<file path="config.mk">
export PLATFORM = sky130hd
export DESIGN_NAME = game_flow_controller
export DESIGN_NICKNAME = d
export VERILOG_FILES = /design/src/rtl/game_flow_controller_pkg.sv /design/src/rtl/game_flow_controller_btn_edge_detect.sv /design/src/rtl/game_flow_controller.sv
export SDC_FILE = /design/constraint.sdc
export NUM_CORES = 1
export LEC_CHECK = 0
export BUFFER_PORTS_ARGS = -buffer_cell sky130_fd_sc_hd__buf_2
export CORE_ASPECT_RATIO = 1.1
export CORE_MARGIN = 1
export CORE_UTILIZATION = 27
export CTS_CLUSTER_DIAMETER = 80
export DETAILED_ROUTE_END_ITERATION = 6
export PLACE_DENSITY = 0.64
export SYNTH_ARGS = -nofsm -noshare
export SYNTH_HDL_FRONTEND = slang
export SYNTH_HIERARCHICAL = 1
export SYNTH_SLANG_ARGS = --single-unit
</file>
<file path="constraint.sdc">
create_clock -name CLK -period 3.5 [get_ports CLK]
set_input_delay 0.175 -clock CLK [delete_from_list [all_inputs] [get_ports CLK]]
set_output_delay 0.175 -clock CLK [all_outputs]
set_load 0.005 [all_outputs]
</file>
<file path="src/rtl/game_flow_controller_pkg.sv">
// Shared phase encodings, default timing constants and block geometry
// for the game flow controller slice.
package game_flow_controller_pkg;

  // Phase encodings exported on PHASE for the HUD and renderer
  typedef enum logic [2:0] {
    PH_ATTRACT     = 3'd0,
    PH_SERVE       = 3'd1,
    PH_PLAY        = 3'd2,
    PH_PAUSED      = 3'd3,
    PH_LIFE_LOST   = 3'd4,
    PH_LEVEL_CLEAR = 3'd5,
    PH_GAME_OVER   = 3'd6
  } phaseE;

  localparam int unsigned DEFAULT_INITIAL_LIVES      = 32'd3;
  localparam int unsigned DEFAULT_MAX_LEVEL          = 32'd7;
  localparam int unsigned DEFAULT_LOST_DELAY_FRAMES  = 32'd90;
  localparam int unsigned DEFAULT_CLEAR_DELAY_FRAMES = 32'd120;

  // Must agree with the game geometry include used by the game logic
  localparam int unsigned BLOCK_COUNT = 32'd72;

  // Phases in which the game logic receives its per-frame update
  function automatic logic isUpdatePhase(input phaseE ph);
    return (ph == PH_SERVE) || (ph == PH_PLAY);
  endfunction

endpackage

</file>
<file path="src/rtl/game_flow_controller_btn_edge_detect.sv">
// One-bit rising-edge detector: remembers last cycle's level so a held
// button produces a single-cycle EDGE.
module btn_edge_detect
  import game_flow_controller_pkg::*;
(
  input  logic CLK,
  input  logic RST_N,
  input  logic BTN,
  output logic EDGE
);

  logic btnPrevR;

  // Capture previous button level
  always_ff @(posedge CLK or negedge RST_N) begin
    if (!RST_N) begin
      btnPrevR <= 1'b0;
    end else begin
      btnPrevR <= BTN;
    end
  end

  assign EDGE = BTN & ~btnPrevR;

endmodule

</file>
<file path="src/rtl/game_flow_controller.sv">
// Game sequencer: gates the per-frame update trigger to rally phases,
// tracks lives/level and walks the serve/play/pause/lost/clear/over flow.
module game_flow_controller
  import game_flow_controller_pkg::*;
#(
  parameter int unsigned INITIAL_LIVES      = DEFAULT_INITIAL_LIVES,
  parameter int unsigned MAX_LEVEL          = DEFAULT_MAX_LEVEL,
  parameter int unsigned LOST_DELAY_FRAMES  = DEFAULT_LOST_DELAY_FRAMES,
  parameter int unsigned CLEAR_DELAY_FRAMES = DEFAULT_CLEAR_DELAY_FRAMES,
  parameter int unsigned BLOCK_COUNT        = game_flow_controller_pkg::BLOCK_COUNT
) (
  input  logic                   CLK,
  input  logic                   RST_N,
  input  logic                   FRAME_START,
  input  logic                   UPDATE_BUSY,
  input  logic                   BTN_RELEASE,
  input  logic                   BTN_PAUSE,
  input  logic                   BALL_LOST,
  input  logic [BLOCK_COUNT-1:0] BLOCK_STATE,
  output logic                   START_UPDATE,
  output logic                   GAME_RESET,
  output logic                   SERVE_RESET,
  output logic [2:0]             PHASE,
  output logic [2:0]             LIVES,
  output logic [2:0]             LEVEL,
  output logic [7:0]             FRAME_COUNT,
  output logic [3:0]             OVERRUN_COUNT
);

  localparam int unsigned MAX_DELAY = (LOST_DELAY_FRAMES > CLEAR_DELAY_FRAMES) ?
                                      LOST_DELAY_FRAMES : CLEAR_DELAY_FRAMES;
  localparam int unsigned DW = (MAX_DELAY == 0) ? 1 : $clog2(MAX_DELAY + 1);
  localparam logic [DW-1:0] LOST_LOAD  = DW'(LOST_DELAY_FRAMES);
  localparam logic [DW-1:0] CLEAR_LOAD = DW'(CLEAR_DELAY_FRAMES);
  localparam logic [2:0]    LIVES_LOAD = 3'(INITIAL_LIVES);
  localparam logic [2:0]    LEVEL_TOP  = 3'(MAX_LEVEL);

  phaseE          phaseR, nextPhaseS;
  logic [DW-1:0]  delayR;
  logic [2:0]     livesR, levelR;
  logic [7:0]     frameCountR;
  logic [3:0]     overrunR;
  logic           startUpdateR, gameResetR, serveResetR;
  logic           releaseEdgeS, pauseEdgeS, allClearS, delayDoneS;
  logic           newGameS, lifeLostS, levelUpS, clearStatsS;
  logic           gameResetS, serveResetS, startUpdateS, overrunS, updateEligibleS;

  btn_edge_detect uRelease (.CLK(CLK), .RST_N(RST_N), .BTN(BTN_RELEASE), .EDGE(releaseEdgeS));
  btn_edge_detect uPause   (.CLK(CLK), .RST_N(RST_N), .BTN(BTN_PAUSE),   .EDGE(pauseEdgeS));

  assign allClearS  = ~|BLOCK_STATE;
  // A delay of N frames ends on the Nth FRAME_START; zero ends on the next one
  assign delayDoneS = FRAME_START && (delayR <= DW'(1));

  // Phase state register
  always_ff @(posedge CLK or negedge RST_N) begin
    if (!RST_N) begin
      phaseR <= PH_ATTRACT;
    end else begin
      phaseR <= nextPhaseS;
    end
  end

  // Next-phase decode with the side effects each transition carries
  always_comb begin
    nextPhaseS  = phaseR;
    newGameS    = 1'b0;
    lifeLostS   = 1'b0;
    levelUpS    = 1'b0;
    clearStatsS = 1'b0;
    gameResetS  = 1'b0;
    serveResetS = 1'b0;
    case (phaseR)
      PH_ATTRACT: begin
        if (releaseEdgeS) begin
          nextPhaseS = PH_SERVE;
          newGameS   = 1'b1;
          gameResetS = 1'b1;
        end else begin
          nextPhaseS = PH_ATTRACT;
        end
      end
      PH_SERVE: begin
        if (releaseEdgeS) begin
          nextPhaseS = PH_PLAY;
        end else begin
          nextPhaseS = PH_SERVE;
        end
      end
      PH_PLAY: begin
        // Clearing the wall outranks losing the ball; both outrank pause
        if (allClearS) begin
          nextPhaseS = PH_LEVEL_CLEAR;
        end else if (BALL_LOST) begin
          nextPhaseS = PH_LIFE_LOST;
          lifeLostS  = 1'b1;
        end else if (pauseEdgeS) begin
          nextPhaseS = PH_PAUSED;
        end else begin
          nextPhaseS = PH_PLAY;
        end
      end
      PH_PAUSED: begin
        if (pauseEdgeS) begin
          nextPhaseS = PH_PLAY;
        end else begin
          nextPhaseS = PH_PAUSED;
        end
      end
      PH_LIFE_LOST: begin
        if (delayDoneS && (livesR == 3'd0)) begin
          nextPhaseS = PH_GAME_OVER;
        end else if (delayDoneS) begin
          nextPhaseS  = PH_SERVE;
          serveResetS = 1'b1;
        end else begin
          nextPhaseS = PH_LIFE_LOST;
        end
      end
      PH_LEVEL_CLEAR: begin
        if (delayDoneS && (levelR == LEVEL_TOP)) begin
          nextPhaseS = PH_GAME_OVER;
        end else if (delayDoneS) begin
          nextPhaseS = PH_SERVE;
          levelUpS   = 1'b1;
          gameResetS = 1'b1;
        end else begin
          nextPhaseS = PH_LEVEL_CLEAR;
        end
      end
      PH_GAME_OVER: begin
        if (releaseEdgeS) begin
          nextPhaseS  = PH_ATTRACT;
          clearStatsS = 1'b1;
        end else begin
          nextPhaseS = PH_GAME_OVER;
        end
      end
      default: begin
        nextPhaseS = PH_ATTRACT;
      end
    endcase
  end

  // Update gating: only in rally phases, and not on a frame that leaves them
  always_comb begin
    updateEligibleS = FRAME_START && isUpdatePhase(phaseR) && isUpdatePhase(nextPhaseS);
    startUpdateS    = updateEligibleS && !UPDATE_BUSY;
    overrunS        = updateEligibleS && UPDATE_BUSY;
  end

  // Registered one-cycle pulses toward the game logic
  always_ff @(posedge CLK or negedge RST_N) begin
    if (!RST_N) begin
      startUpdateR <= 1'b0;
      gameResetR   <= 1'b0;
      serveResetR  <= 1'b0;
    end else begin
      startUpdateR <= startUpdateS;
      gameResetR   <= gameResetS;
      serveResetR  <= serveResetS;
    end
  end

  // Lives and level bookkeeping
  always_ff @(posedge CLK or negedge RST_N) begin
    if (!RST_N) begin
      livesR <= 3'd0;
      levelR <= 3'd0;
    end else if (newGameS) begin
      livesR <= LIVES_LOAD;
      levelR <= 3'd0;
    end else if (clearStatsS) begin
      livesR <= 3'd0;
      levelR <= 3'd0;
    end else if (lifeLostS && (livesR != 3'd0)) begin
      livesR <= livesR - 3'd1;
    end else if (levelUpS) begin
      levelR <= levelR + 3'd1;
    end else begin
      livesR <= livesR;
      levelR <= levelR;
    end
  end

  // Phase delay counter: loads on entry to a timed phase, counts frames down
  always_ff @(posedge CLK or negedge RST_N) begin
    if (!RST_N) begin
      delayR <= '0;
    end else if ((phaseR == PH_PLAY) && (nextPhaseS == PH_LIFE_LOST)) begin
      delayR <= LOST_LOAD;
    end else if ((phaseR == PH_PLAY) && (nextPhaseS == PH_LEVEL_CLEAR)) begin
      delayR <= CLEAR_LOAD;
    end else if (((phaseR == PH_LIFE_LOST) || (phaseR == PH_LEVEL_CLEAR)) &&
                 FRAME_START && (delayR != '0)) begin
      delayR <= delayR - DW'(1);
    end else begin
      delayR <= delayR;
    end
  end

  // Free-running frame counter and saturating overrun counter
  always_ff @(posedge CLK or negedge RST_N) begin
    if (!RST_N) begin
      frameCountR <= 8'd0;
      overrunR    <= 4'd0;
    end else begin
      frameCountR <= FRAME_START ? (frameCountR + 8'd1) : frameCountR;
      overrunR    <= (overrunS && (overrunR != 4'd15)) ? (overrunR + 4'd1) : overrunR;
    end
  end

  assign START_UPDATE  = startUpdateR;
  assign GAME_RESET    = gameResetR;
  assign SERVE_RESET   = serveResetR;
  assign PHASE         = phaseR;
  assign LIVES         = livesR;
  assign LEVEL         = levelR;
  assign FRAME_COUNT   = frameCountR;
  assign OVERRUN_COUNT = overrunR;

endmodule
</file>
; ---- Word level (Yosys, flattened, before mapping)
; Cells that the tools add are included.
; W data, S select, Z words.
[classes]
add_sub_neg = 5
n_lt_le_gt_ge = 1
eq_ne = 13
muxes = 34
bitwise = 4
reduce_logical = 26
[ops]
columns = cell, count
row1 = $reduce_or A72 Y1, 1
row2 = $mux W3, 14
row3 = $mux W7, 3
row4 = $pmux W3 S7, 1
row5 = $eq A3 B3 Y1 const B, 6
row6 = $mux W1, 14
row7 = $logic_and A1 B1 Y1, 13
row8 = $reduce_bool A3 Y1, 4
row9 = $eq A3 B2 Y1 const B, 3
row10 = $add A8 B1 Y8 const B, 1
row11 = $le A7 B1 Y1 const B, 1
row12 = $reduce_bool A7 Y1, 1
row13 = $sub A7 B1 Y7 const B, 1
row14 = $eq A3 B1 Y1 const B, 2
row15 = $logic_not A3 Y1, 2
row16 = $add A4 B1 Y4 const B, 1
row17 = $ne A4 B4 Y1 const B, 1
row18 = $add A3 B1 Y3 const B, 1
row19 = $logic_or A1 B1 Y1, 3
row20 = $ne A3 B3 Y1 const B, 1
row21 = $sub A3 B1 Y3 const B, 1
row22 = $and A1 B1 Y1, 2
row23 = $mux W2, 1
row24 = $not A1 Y1, 2
row25 = other kinds (3), 3
[totals]
ff_bits = 33
output_inout_bits = 24
elab_cells = 94

; ---- Depth between registers and ports, before layout
[logic_depth]
ltp_word = 11
mapped_depth = 9
mapped_depth_nobuf = 9

; ---- Cells and area by module
; Netlist, hierarchy kept.
[modules_own_cells]
columns = mod, instances, cells_per_inst, area_each_um2, seq_area_each_um2
row1 = game_flow_controller, 1, 195, 1885.6, 775.7
row2 = btn_edge_detect, 2, 2, 38.8, 25.0

; ---- Least setup slack after synthesis
; OpenSTA, ideal clock, no wires.
[synth_path]
kind = reg2reg
startpoint = reg delayR[5]
endpoint = reg overrunR[3] (netlist: OVERRUN_COUNT[3])
setup_ns = 0.128
arrival_time_ns = 2.136
required_time_ns = 3.372
path_slack_ns = 1.237
stages_incl_launch_ff = 8
path_buffers = 0
cell_sequence = dfrtp_1 or4_4 nor4b_2 o31ai_1 a21oi_2 a32oi_2 nor4b_2 mux2_1
[synth_between]
elab_chain_cells = 10
elab_cells_between_ends = 15
[synth_rtl]
columns = element, line_no
row1 = start: declaration, game_flow_controller.sv:39  ; logic [DW-1:0] delayR;
row2 = start signal: assignment, game_flow_controller.sv:196  ; delayR <= delayR - DW'(1);
row3 = start signal: assignment, game_flow_controller.sv:198  ; delayR <= delayR;
row4 = $le A7 B1 Y1 (*), game_flow_controller.sv:53  ; assign delayDoneS = FRAME_START && (delayR <= DW'(1));
row5 = $logic_and A1 B1 Y1 (*), game_flow_controller.sv:53
row6 = $mux W3 (tied with other cells), game_flow_controller.sv:113  ; end else if (delayDoneS) begin
row7 = $mux W3 (on tied branches), "game_flow_controller.sv:111, game_flow_controller.sv:121"
row8 = $pmux W3 S7 (*), game_flow_controller.sv:73  ; case (phaseR)
row9 = $eq A3 B1 Y1 / $eq A3 B2 Y1 (equally long branches), game_flow_controller_pkg.sv:26  ; return (ph == PH_SERVE) || (ph == PH_PLAY);
row10 = $logic_or A1 B1 Y1 (*), game_flow_controller_pkg.sv:26
row11 = $logic_and A1 B1 Y1 (*), game_flow_controller.sv:147  ; updateEligibleS = FRAME_START && isUpdatePhase(phaseR) && isUpdatePhase(nextPhaseS);
row12 = $logic_and A1 B1 Y1 (*), game_flow_controller.sv:149  ; overrunS = updateEligibleS && UPDATE_BUSY;
row13 = $logic_and A1 B1 Y1 (*), game_flow_controller.sv:209  ; overrunR <= (overrunS && (overrunR != 4'd15)) ? (overrunR + 4'd1) : overrunR;
row14 = end signal: assignment, game_flow_controller.sv:209
row15 = end: declaration, game_flow_controller.sv:42  ; logic [3:0] overrunR;
; Mark *: on every way between the ends. The rest lies on a longest branch, timed or not.
; A chain may end at the register's enable or synchronous reset.

; ---- Worst setup path after layout
[layout_path]
startpoint = reg phaseR[0] (netlist: PHASE[0])
endpoint = reg overrunR[3] (netlist: OVERRUN_COUNT[3])
[layout_between]
elab_chain_cells = 7
elab_cells_between_ends = 16
[layout_rtl]
columns = element, line_no
row1 = start: declaration, game_flow_controller.sv:38  ; phaseE phaseR, nextPhaseS;
row2 = start signal: assignment, game_flow_controller.sv:60  ; phaseR <= nextPhaseS;
row3 = $eq A3 B3 Y1 (tied with other cells), game_flow_controller.sv:73
row4 = $pmux W3 S7, game_flow_controller.sv:73
row5 = $eq A3 B1 Y1 / $eq A3 B2 Y1 (equally long branches), game_flow_controller_pkg.sv:26
row6 = $logic_or A1 B1 Y1, game_flow_controller_pkg.sv:26
row7 = $logic_and A1 B1 Y1 (*), game_flow_controller.sv:147
row8 = $logic_and A1 B1 Y1 (*), game_flow_controller.sv:149
row9 = $logic_and A1 B1 Y1 (*), game_flow_controller.sv:209
; Marked as above.

==> impl_metrics.ini <==
[status]
status = finished clean

[hold_path]
hp-start = BTN_PAUSE
worstHoldPathCells = 1
hold_path.class = primary input to flop
hold-path-endpoint = uPause/btnPrevR$_DFF_PN0_

[floorplan]
die-area_sq_um = 7616
rows = 32
dieHeight_um = 91.43
core-area_sq_um = 7007
io_pins = 103
initial_core_util_pct = 28.02
die_width_um = 83.30

[sta]
max-slew-margin-rel_pct = 33.96
period_needed_ns = 2.819
rsz0062_at_grt = false
setup_viol = 0
tightest_slew_ns = 0.9859
skew_ns = 0.008667
period_share_pct = 80.55
max_freq_mhz = 354.7
setup_tns_ns = 0
finalHoldViolCount = 0
slew_viol_final = 0

[yosys]
synth_area_leader_cell = dfrtp_1
ys_async_sr_fraction_pct = 100.0
yosysWarnings = 6
synth_area_sq_um = 1963
synth_edf_count = 0
synthCells = 199
synth_top_area_share_pct = 42.07
avgSynthCellArea_sq_um = 9.865
synth_cell_types = 45
synth-seq-cells = 33
synthTopCellsByCount = 33 x dfrtp_1, 20 x nor4_1, 16 x nand2_1
ys_seq_area_share_pct = 42.07
syn_nets = 287
netlist_top_cells_area = dfrtp_1 42%, nor4_1 6.4%, ha_1 5.7%
synth_most_common_cell = dfrtp_1
synthFlopType = dfrtp_1

[pwr]
power_frac_seq_pct = 41.7
p_leak_nw = 1.334
combPwrFrac_pct = 35.2
p_clk_share_pct = 23.1
power_w = 0.001624
netSwitchingFraction_pct = 36.32
p_int_w = 0.001034
peakVddDrop_mv = 0.2941
power.net_switching_w = 0.0005897
pwr_density_cell_nw_per_um2 = 603.6

[worst_setup_path]
crit_path_top_delay_cell = a31oi_1
max_stage_delay_ns = 0.72
reg2regPathDepth = 7
critical_path.cell_chain = inv_1, and3_2, and2_0, a31oi_1, nand2_1, nor4b_2, mux2_1
cp.required_ns = 3.67
ff2ff_setup_slack_ns = 0.68
r2r_end = OVERRUN_COUNT[3]$_DFFE_PN0P_
end_kind = flop
cp-start-kind = flop
crit_fanout = 14
r2r_start = PHASE[0]$_DFF_PN0_
critPathArrivalTime_ns = 2.99
crit_type = flop to flop

[detailed_routing]
route.antenna.remaining_nets = 0
first_pass_iters = 4
drt-vias-per-instance = 5.008
wl_um = 5362
drc = 0
wl_per_cell_um = 13.68
vias = 1963
drt_iter0_markers = 69

[grt]
grt_pass1_wl_um = 8480
grtUsageTotal_pct = 13.99
busiest_layer = met2
antenna_found_initial = 0
globalRouteMet2Util_pct = 27.80
grt_overflow_total = 0
grt.met3_usage_pct = 3.455
grt.met1_usage_pct = 14.27
grt_max_degree = 34
grt_pass1_vias = 1903

[cts]
clock-root-buffer = clkbuf_8
clk_pin_slew_ns = 0.07
cts_tree = yes
htree_levels = 2
numCtsBuffers = 5
cts_hold_buffers = 2
insertion_delay_ns = 0.29
cts_num_sinks = 33
cts_resized = 0
postCtsSetupBuffers = 0
clk_path_buf_depth = 2

[finish]
finalNetCount = 394
area_delta_synth_final_pct = 37.03
antenna_cells = 0
layout-drive-gt1-share_pct = 39.74

[placed_design]
io_buffers = 102
globalplace.congestion = 0.7847
hpwl_um = 4326

[job]
drv_cap = 0
-- placed cells by master (no fill, tap or decap), types with 7 or more instances in the layout --
master,Yosys,final
o21ai_0,8,8
nor4_1,20,20
nor2_1,13,13
dfrtp_1,33,33
xor2_1,7,7
inv_1,8,8
buf_2,0,102
nand4_1,9,9
xnor2_1,8,8
nand2_1,16,16
nand3_1,7,7
ha_1,9,9
-- logic make-up (layout without fill, tap and decap cells) --
kind of cell	after synthesis	in the layout	share of synthesized area, %
multiplexers	8	8	4.334
adder cells (fa/ha/maj)	9	9	5.736
buffers and inverters	12	120	2.868
XOR/XNOR	15	15	6.692
AND/OR/NAND/NOR	95	95	28.75
flip-flops	33	33	42.06
AO/OA/AOI/OAI	27	27	9.560
-- metrics by stage --
step                utilization (%)  instances  worst slack, ns  cell area [sq um]  hold WS, ns
global route                  38.39        392           0.4857               2690      0.01261
CTS                           38.39        392           0.7033               2690      0.01031
global placement              36.45        382           0.8145               2554       0.2856
finish                        38.39        392           0.6808               2690      0.01701
detailed placement            36.45        382           0.7070               2554       0.2983
floorplan                         -        199            1.237               1963      -0.1206
-- area by class of cell --
cell class | instances | area, sq um
Fill cell | 718 | 4317
Sequential cell | 33 | 825.8
Clock buffer | 7 | 86.33
Timing Repair Buffer | 104 | 530.5
Tap cell | 85 | 106.4
Clock inverter | 1 | 30.03
Inverter | 8 | 30.03
Multi-Input combinational cell | 154 | 1081
-- metal layers --
layer,part of all wire (%),up-vias
met3,7.8,6
met5,0,-
met4,1.1,0
met2,53,86
li1,-,952
met1,38,919
-- power by group through the flow --
stage	sequential [W]	combinational, W	clock, W
2_1_floorplan	0.000640	0.000379	0
3_3_place_gp	0.000674	0.000563	0
3_5_place_dp	0.000685	0.000575	0
4_1_cts	0.000678	0.000580	0.000386
5_1_grt	0.000706	0.000640	0.000401
6_report	0.000678	0.000571	0.000375
-- worst max-delay path by stage --
stage / from / to / slack [ns]
6_report: PHASE[0]$_DFF_PN0_ / OVERRUN_COUNT[3]$_DFFE_PN0P_ / 0.68
2_1_floorplan: delayR[5]$_DFFE_PN0P_ / OVERRUN_COUNT[3]$_DFFE_PN0P_ / 1.24
5_1_grt: PHASE[0]$_DFF_PN0_ / OVERRUN_COUNT[3]$_DFFE_PN0P_ / 0.49
3_3_place_gp: PHASE[0]$_DFF_PN0_ / OVERRUN_COUNT[3]$_DFFE_PN0P_ / 0.81
3_5_place_dp: PHASE[0]$_DFF_PN0_ / OVERRUN_COUNT[3]$_DFFE_PN0P_ / 0.71
4_1_cts: PHASE[0]$_DFF_PN0_ / OVERRUN_COUNT[3]$_DFFE_PN0P_ / 0.70
-- state kept, by name (all words and copies together) (netlist names) --
register           cells
LEVEL                  3
uRelease/btnPrevR      1
uPause/btnPrevR        1
LIVES                  3
PHASE                  3
delayR                 7
OVERRUN_COUNT          4
START_UPDATE           1
FRAME_COUNT            8
SERVE_RESET            1
GAME_RESET             1
-- critical path: cells and delay by family, from the launching register on --
family | cells | cell delay (ns)
and+or+nand+nor | 4 | 0.93
buffers and inverters | 1 | 0.14
DFF | 1 | 0.57
AOI/OAI and AO/OA | 1 | 0.72
muxes | 1 | 0.34
No activity file was read; power rests on OpenSTA's default activity.
